[src/rtl/serial_mag_comp_pkg.sv]
// serial_mag_comp_pkg
//   Shared definitions for the bit-serial magnitude comparator:
//   state encoding and the counter-width helper.
package serial_mag_comp_pkg;

  localparam logic S_IDLE = 1'b0;
  localparam logic S_RUN  = 1'b1;

  typedef enum logic {
    ST_IDLE = S_IDLE,
    ST_RUN  = S_RUN
  } state_t;

  // Bit-position counter width: max(1, clog2(width)).
  function automatic int CNT_W(input int width);
    return (width <= 2) ? 1 : $clog2(width);
  endfunction

endpackage

[src/rtl/comp_w_mux.sv]
// comp_w_mux
//   1-bit magnitude comparator cell built from 2:1 muxes selected by a_bit.
//   Ports:
//     a_bit, b_bit : bit pair to compare
//     equal        : a_bit == b_bit
//     greater      : a_bit >  b_bit
//     lesser       : a_bit <  b_bit
module comp_w_mux (
  input  logic a_bit,
  input  logic b_bit,
  output logic equal,
  output logic greater,
  output logic lesser
);

  assign equal   = a_bit ? b_bit  : ~b_bit;
  assign greater = a_bit ? ~b_bit : 1'b0;
  assign lesser  = a_bit ? 1'b0   : b_bit;

endmodule

[src/rtl/serial_mag_comp.sv]
// serial_mag_comp
//   Bit-serial, MSB-first unsigned magnitude comparator. Operands are captured
//   on start (in IDLE) and one bit pair per cycle is fed to a comp_w_mux cell;
//   the compare stops at the first differing bit, or after WIDTH equal bits.
//   Ports:
//     clk, rst_n            : clock, async active-low reset
//     start, a, b           : compare request and operands (sampled in IDLE)
//     busy                  : compare in progress
//     done                  : one-cycle pulse when result flags update
//     greater/lesser/equal  : registered result, held until the next done
module serial_mag_comp
  import serial_mag_comp_pkg::*;
#(
  parameter int WIDTH = 8
) (
  input  logic             clk,
  input  logic             rst_n,
  input  logic             start,
  input  logic [WIDTH-1:0] a,
  input  logic [WIDTH-1:0] b,
  output logic             busy,
  output logic             done,
  output logic             greater,
  output logic             lesser,
  output logic             equal
);

  localparam int             CW   = CNT_W(WIDTH);
  localparam logic [CW-1:0]  LAST = CW'(WIDTH - 1);

  state_t           r_state, w_state_nxt;
  logic [WIDTH-1:0] r_a, r_b;
  logic [CW-1:0]    r_cnt;
  logic             r_done, r_gt, r_lt, r_eq;

  logic w_eq, w_gt, w_lt;
  logic w_load, w_shift, w_fin;

  // Current MSB of the shifting operands is the bit under test.
  comp_w_mux u_cell (
    .a_bit   (r_a[WIDTH-1]),
    .b_bit   (r_b[WIDTH-1]),
    .equal   (w_eq),
    .greater (w_gt),
    .lesser  (w_lt)
  );

  always_comb begin
    w_state_nxt = r_state;
    w_load      = 1'b0;
    w_shift     = 1'b0;
    w_fin       = 1'b0;
    case (r_state)
      ST_IDLE: begin
        if (start) begin
          w_load      = 1'b1;
          w_state_nxt = ST_RUN;
        end
      end
      ST_RUN: begin
        // Stop at the first difference or once the LSB has been compared.
        if (!w_eq || (r_cnt == LAST)) begin
          w_fin       = 1'b1;
          w_state_nxt = ST_IDLE;
        end else begin
          w_shift = 1'b1;
        end
      end
      default: w_state_nxt = ST_IDLE;
    endcase
  end

  always_ff @(posedge clk or negedge rst_n) begin
    if (!rst_n) r_state <= ST_IDLE;
    else        r_state <= w_state_nxt;
  end

  always_ff @(posedge clk or negedge rst_n) begin
    if (!rst_n) begin
      r_a    <= '0;
      r_b    <= '0;
      r_cnt  <= '0;
      r_done <= 1'b0;
      r_gt   <= 1'b0;
      r_lt   <= 1'b0;
      r_eq   <= 1'b0;
    end else begin
      r_done <= w_fin;
      if (w_load) begin
        r_a   <= a;
        r_b   <= b;
        r_cnt <= '0;
      end else if (w_shift) begin
        r_a   <= r_a << 1;
        r_b   <= r_b << 1;
        r_cnt <= r_cnt + CW'(1);
      end
      // Cell outputs are one-hot, so they land directly as the result.
      if (w_fin) begin
        r_gt <= w_gt;
        r_lt <= w_lt;
        r_eq <= w_eq;
      end
    end
  end

  assign busy    = (r_state == ST_RUN);
  assign done    = r_done;
  assign greater = r_gt;
  assign lesser  = r_lt;
  assign equal   = r_eq;

endmodule

[config.mk]
export PLATFORM = sky130hd
export DESIGN_NAME = serial_mag_comp
export DESIGN_NICKNAME = d
export VERILOG_FILES = /design/src/rtl/serial_mag_comp_pkg.sv /design/src/rtl/comp_w_mux.sv /design/src/rtl/serial_mag_comp.sv
export SDC_FILE = /design/constraint.sdc
export NUM_CORES = 1
export LEC_CHECK = 0
export BUFFER_PORTS_ARGS = -buffer_cell sky130_fd_sc_hd__buf_2
export CAP_MARGIN = 20
export CORE_MARGIN = 3
export CORE_UTILIZATION = 40
export CTS_CLUSTER_SIZE = 40
export DETAILED_ROUTE_END_ITERATION = 10
export PLACE_DENSITY_LB_ADDON = 0.08
export SETUP_SLACK_MARGIN = 0.02
export SLEW_MARGIN = 15
export SYNTH_ARGS = -nofsm -noshare
export SYNTH_HDL_FRONTEND = slang
export SYNTH_HIERARCHICAL = 1
export SYNTH_SLANG_ARGS = --single-unit
[constraint.sdc]
create_clock -name clk -period 1.8 [get_ports clk]
set_input_delay 0.09 -clock clk [delete_from_list [all_inputs] [get_ports clk]]
set_output_delay 0.09 -clock clk [all_outputs]
set_load 0.1 [all_outputs]
==> results.cfg <==
[timing]
hold_ws_ns = 0.0263
worst_pin_slew_ns = 0.669
tns_ns = 0
hold_viol = 0
fin_skew_ns = 0.00378
period_share_pct = 88.9
slew_violations = 0
finalSetupViolCount = 0
slew_headroom_pct = 55.4
grt_setup_unrepaired = no
fin_crit_ns = 1.60
clock.fmax_mhz = 625

[synthesis]
yosysTopAreaCell = dfrtp_1
syn_nets = 127
yosysSeqAreaShare_pct = 54.9
ys_warn_count = 6
synth_top_area_share_pct = 54.9
syn_avg_cell_area_um2 = 10.5
ys_top_cells_by_area = dfrtp_1 55%, a22oi_1 9.6%, nand2_1 7.5%
syn_area_mm2 = 0.00109
ys_types = 16
ys_ff_latch = 24
synth_cells = 104

[power_and_ir_drop]
pwr-share-seq_pct = 38.6
leakagePower_uw = 0.000627
pwr-share-comb_pct = 51.7
power.internal_uw = 1280
switching_share_pct = 46.5
vdd_drop_max_uv = 1540
power_uw = 2390
p_switching_uw = 1110
powerDensity_mw_per_mm2 = 1890
pwr-share-clk_pct = 9.7

[routing]
routedWlPerCell_um = 12.7
firstDrtPassIters = 4
vias = 814
drtAntennaViolNets = 0
via_per_inst = 5.09
wirelength_mm = 2.03
first_iter_violations = 23
drc = 0

[worst_hold_path]
hp-class = in2reg
hold_path_startpoint = b[4]

[flow_run]
cap_violations = 0

[cells_and_area]
final_area_mm2 = 0.00127
antenna_cells = 0
drive_gt1_share_pct = 28.5
final_nets = 154
syn2layout_area_growth_pct = 15.8

[clock_tree]
clkTransAtPathRegs_ns = 0.12
cts_tree = done
htree_levels = 1
clk_latency_ns = 0.30
numCtsBuffers = 3
cts_sinks = 24
cts_root_buf = clkbuf_4
cts_buffer_depth = 2

[critical_path]
reg2reg_from = r_a[7]
end_kind = flip-flop
critical_path.startpoint = r_a[7]
critPathMaxFanout = 16
setup.worst_path.end = r_b[3]
startpoint_type = flip-flop
rrSetupSlack_ns = 0.20
critPathRequiredTime_ns = 1.99
path_class = reg2reg
cp.arrival_ns = 1.79
r2r-end = r_b[3]
ff2ff_path_depth = 6

[global_routing]
antenna_found_initial = 0
busiest_layer = met2
use_met3_pct = 3.95
grt_pass1_wl_mm = 3.60
use_met2_pct = 23.1
grt.total_usage_pct = 13.6
grt_max_degree = 25
grt-ovfl-total = 0
grt_use_met1_pct = 17.5
first_global_vias = 797

[die]
io_pins = 24
die_h_um = 58.3
start_util_pct = 43.0
core_mm2 = 0.00254
rows = 18
dieArea_mm2 = 0.00340
die_x_um = 58.3

[place]
io_buffers = 23
gp_congestion = 0.723
place_hpwl_mm = 1.49
dpl-instance-area_mm2 = 0.00121

[outcome]
status = complete, no violations
## per-layer routing
| layer | share of wire [%] | routed length, um | vias up |
|---|---|---|---|
| li1 | - | - | 408 |
| met1 | 45 | 909 | 382 |
| met2 | 48 | 979 | 22 |
| met3 | 5.8 | 118 | 2 |
| met4 | 0.89 | 18 | 0 |
| met5 | 0 | 0 | - |
## kinds of logic (layout without fill, tap and decap cells)
family | count (synthesis) | count (layout) | share of synthesized area (%)
AOI/OAI and AO/OA | 33 | 33 | 18.6
and+or+nand+nor | 26 | 26 | 9.83
DFF | 24 | 24 | 54.9
buffers and inverters | 13 | 39 | 8.00
adders and majority gates | 4 | 4 | 4.57
muxes | 4 | 4 | 4.11
## how the worst min path moves through the flow
stage | endpoint | cells after the start
after floorplan | busy | 0
after global placement | done | 1
after detailed placement | done | 1
after CTS | r_a[3] | 3
after global routing | r_a[5] | 3
final | r_b[4] | 3
## power groups by stage
stage          clock, uW  combinational (uW)  sequential [uW]
3_5_place_dp           0                1250              938
4_1_cts              251                1250              926
2_1_floorplan          0                 764             1250
6_report             233                1240              923
3_3_place_gp           0                1220              932
5_1_grt              271                1390              962
## area by class of cell
cell class | count | area (um^2)
well taps | 30 | 37.5
repair buffers | 30 | 175
flip-flops and latches | 24 | 602
multi-input cells | 67 | 408
fillers | 232 | 1280
clock buffers | 4 | 26.3
inverters | 5 | 18.8
## cells in the mapped netlist
master,count
nand2b_1,1
dfrtp_1,24
o21ai_2,1
mux2_2,4
nor2b_1,1
buf_2,1
and3b_1,1
a22oi_1,14
nand2_1,22
nor2_1,1
o21ai_0,6
buf_4,4
ha_1,4
buf_6,3
inv_1,5
o21ai_1,12
## per-stage QoR
stage          setup WS [ns]  instances  utilization, %
3_3_place_gp           0.199        153            47.5
2_1_floorplan          0.300        104               -
5_1_grt               0.0576        160            49.8
3_5_place_dp           0.157        153            47.5
6_report               0.200        160            49.8
4_1_cts                0.122        160            49.8
## critical path, stage by stage, from the launching register on
cell,delay (ns)
dfrtp_1,0.40
inv_1,0.06
ha_1,0.31
and3b_2,0.27
buf_4,0.20
a22oi_1,0.15
o21ai_1,0.09
## registers in the layout, summed over array words and instances (netlist names)
name,flops
done,1
equal,1
greater,1
lesser,1
busy,1
r_b,8
r_cnt,3
r_a,8
## what timing repair did
action,CTS,global route
setup buffers,0,0
resized for setup,0,1
setup endpoints to repair,0,10
hold buffers,3,0
hold endpoints to repair,26,0
## cells in the final DEF, fill, tap and decap left out
cell / count
dlygate4sd3_1: 3
o21ai_1: 12
and3b_2: 1
buf_2: 23
nor2_1: 1
nand2_1: 22
clkbuf_4: 3
nand2b_1: 1
buf_4: 4
o21ai_2: 1
o21ai_0: 6
inv_1: 5
mux2_2: 4
nor2b_1: 1
a22oi_1: 14
clkbuf_1: 1
ha_1: 4
dfrtp_1: 23
dfrtp_2: 1
Power figures use the tool's default switching activity.
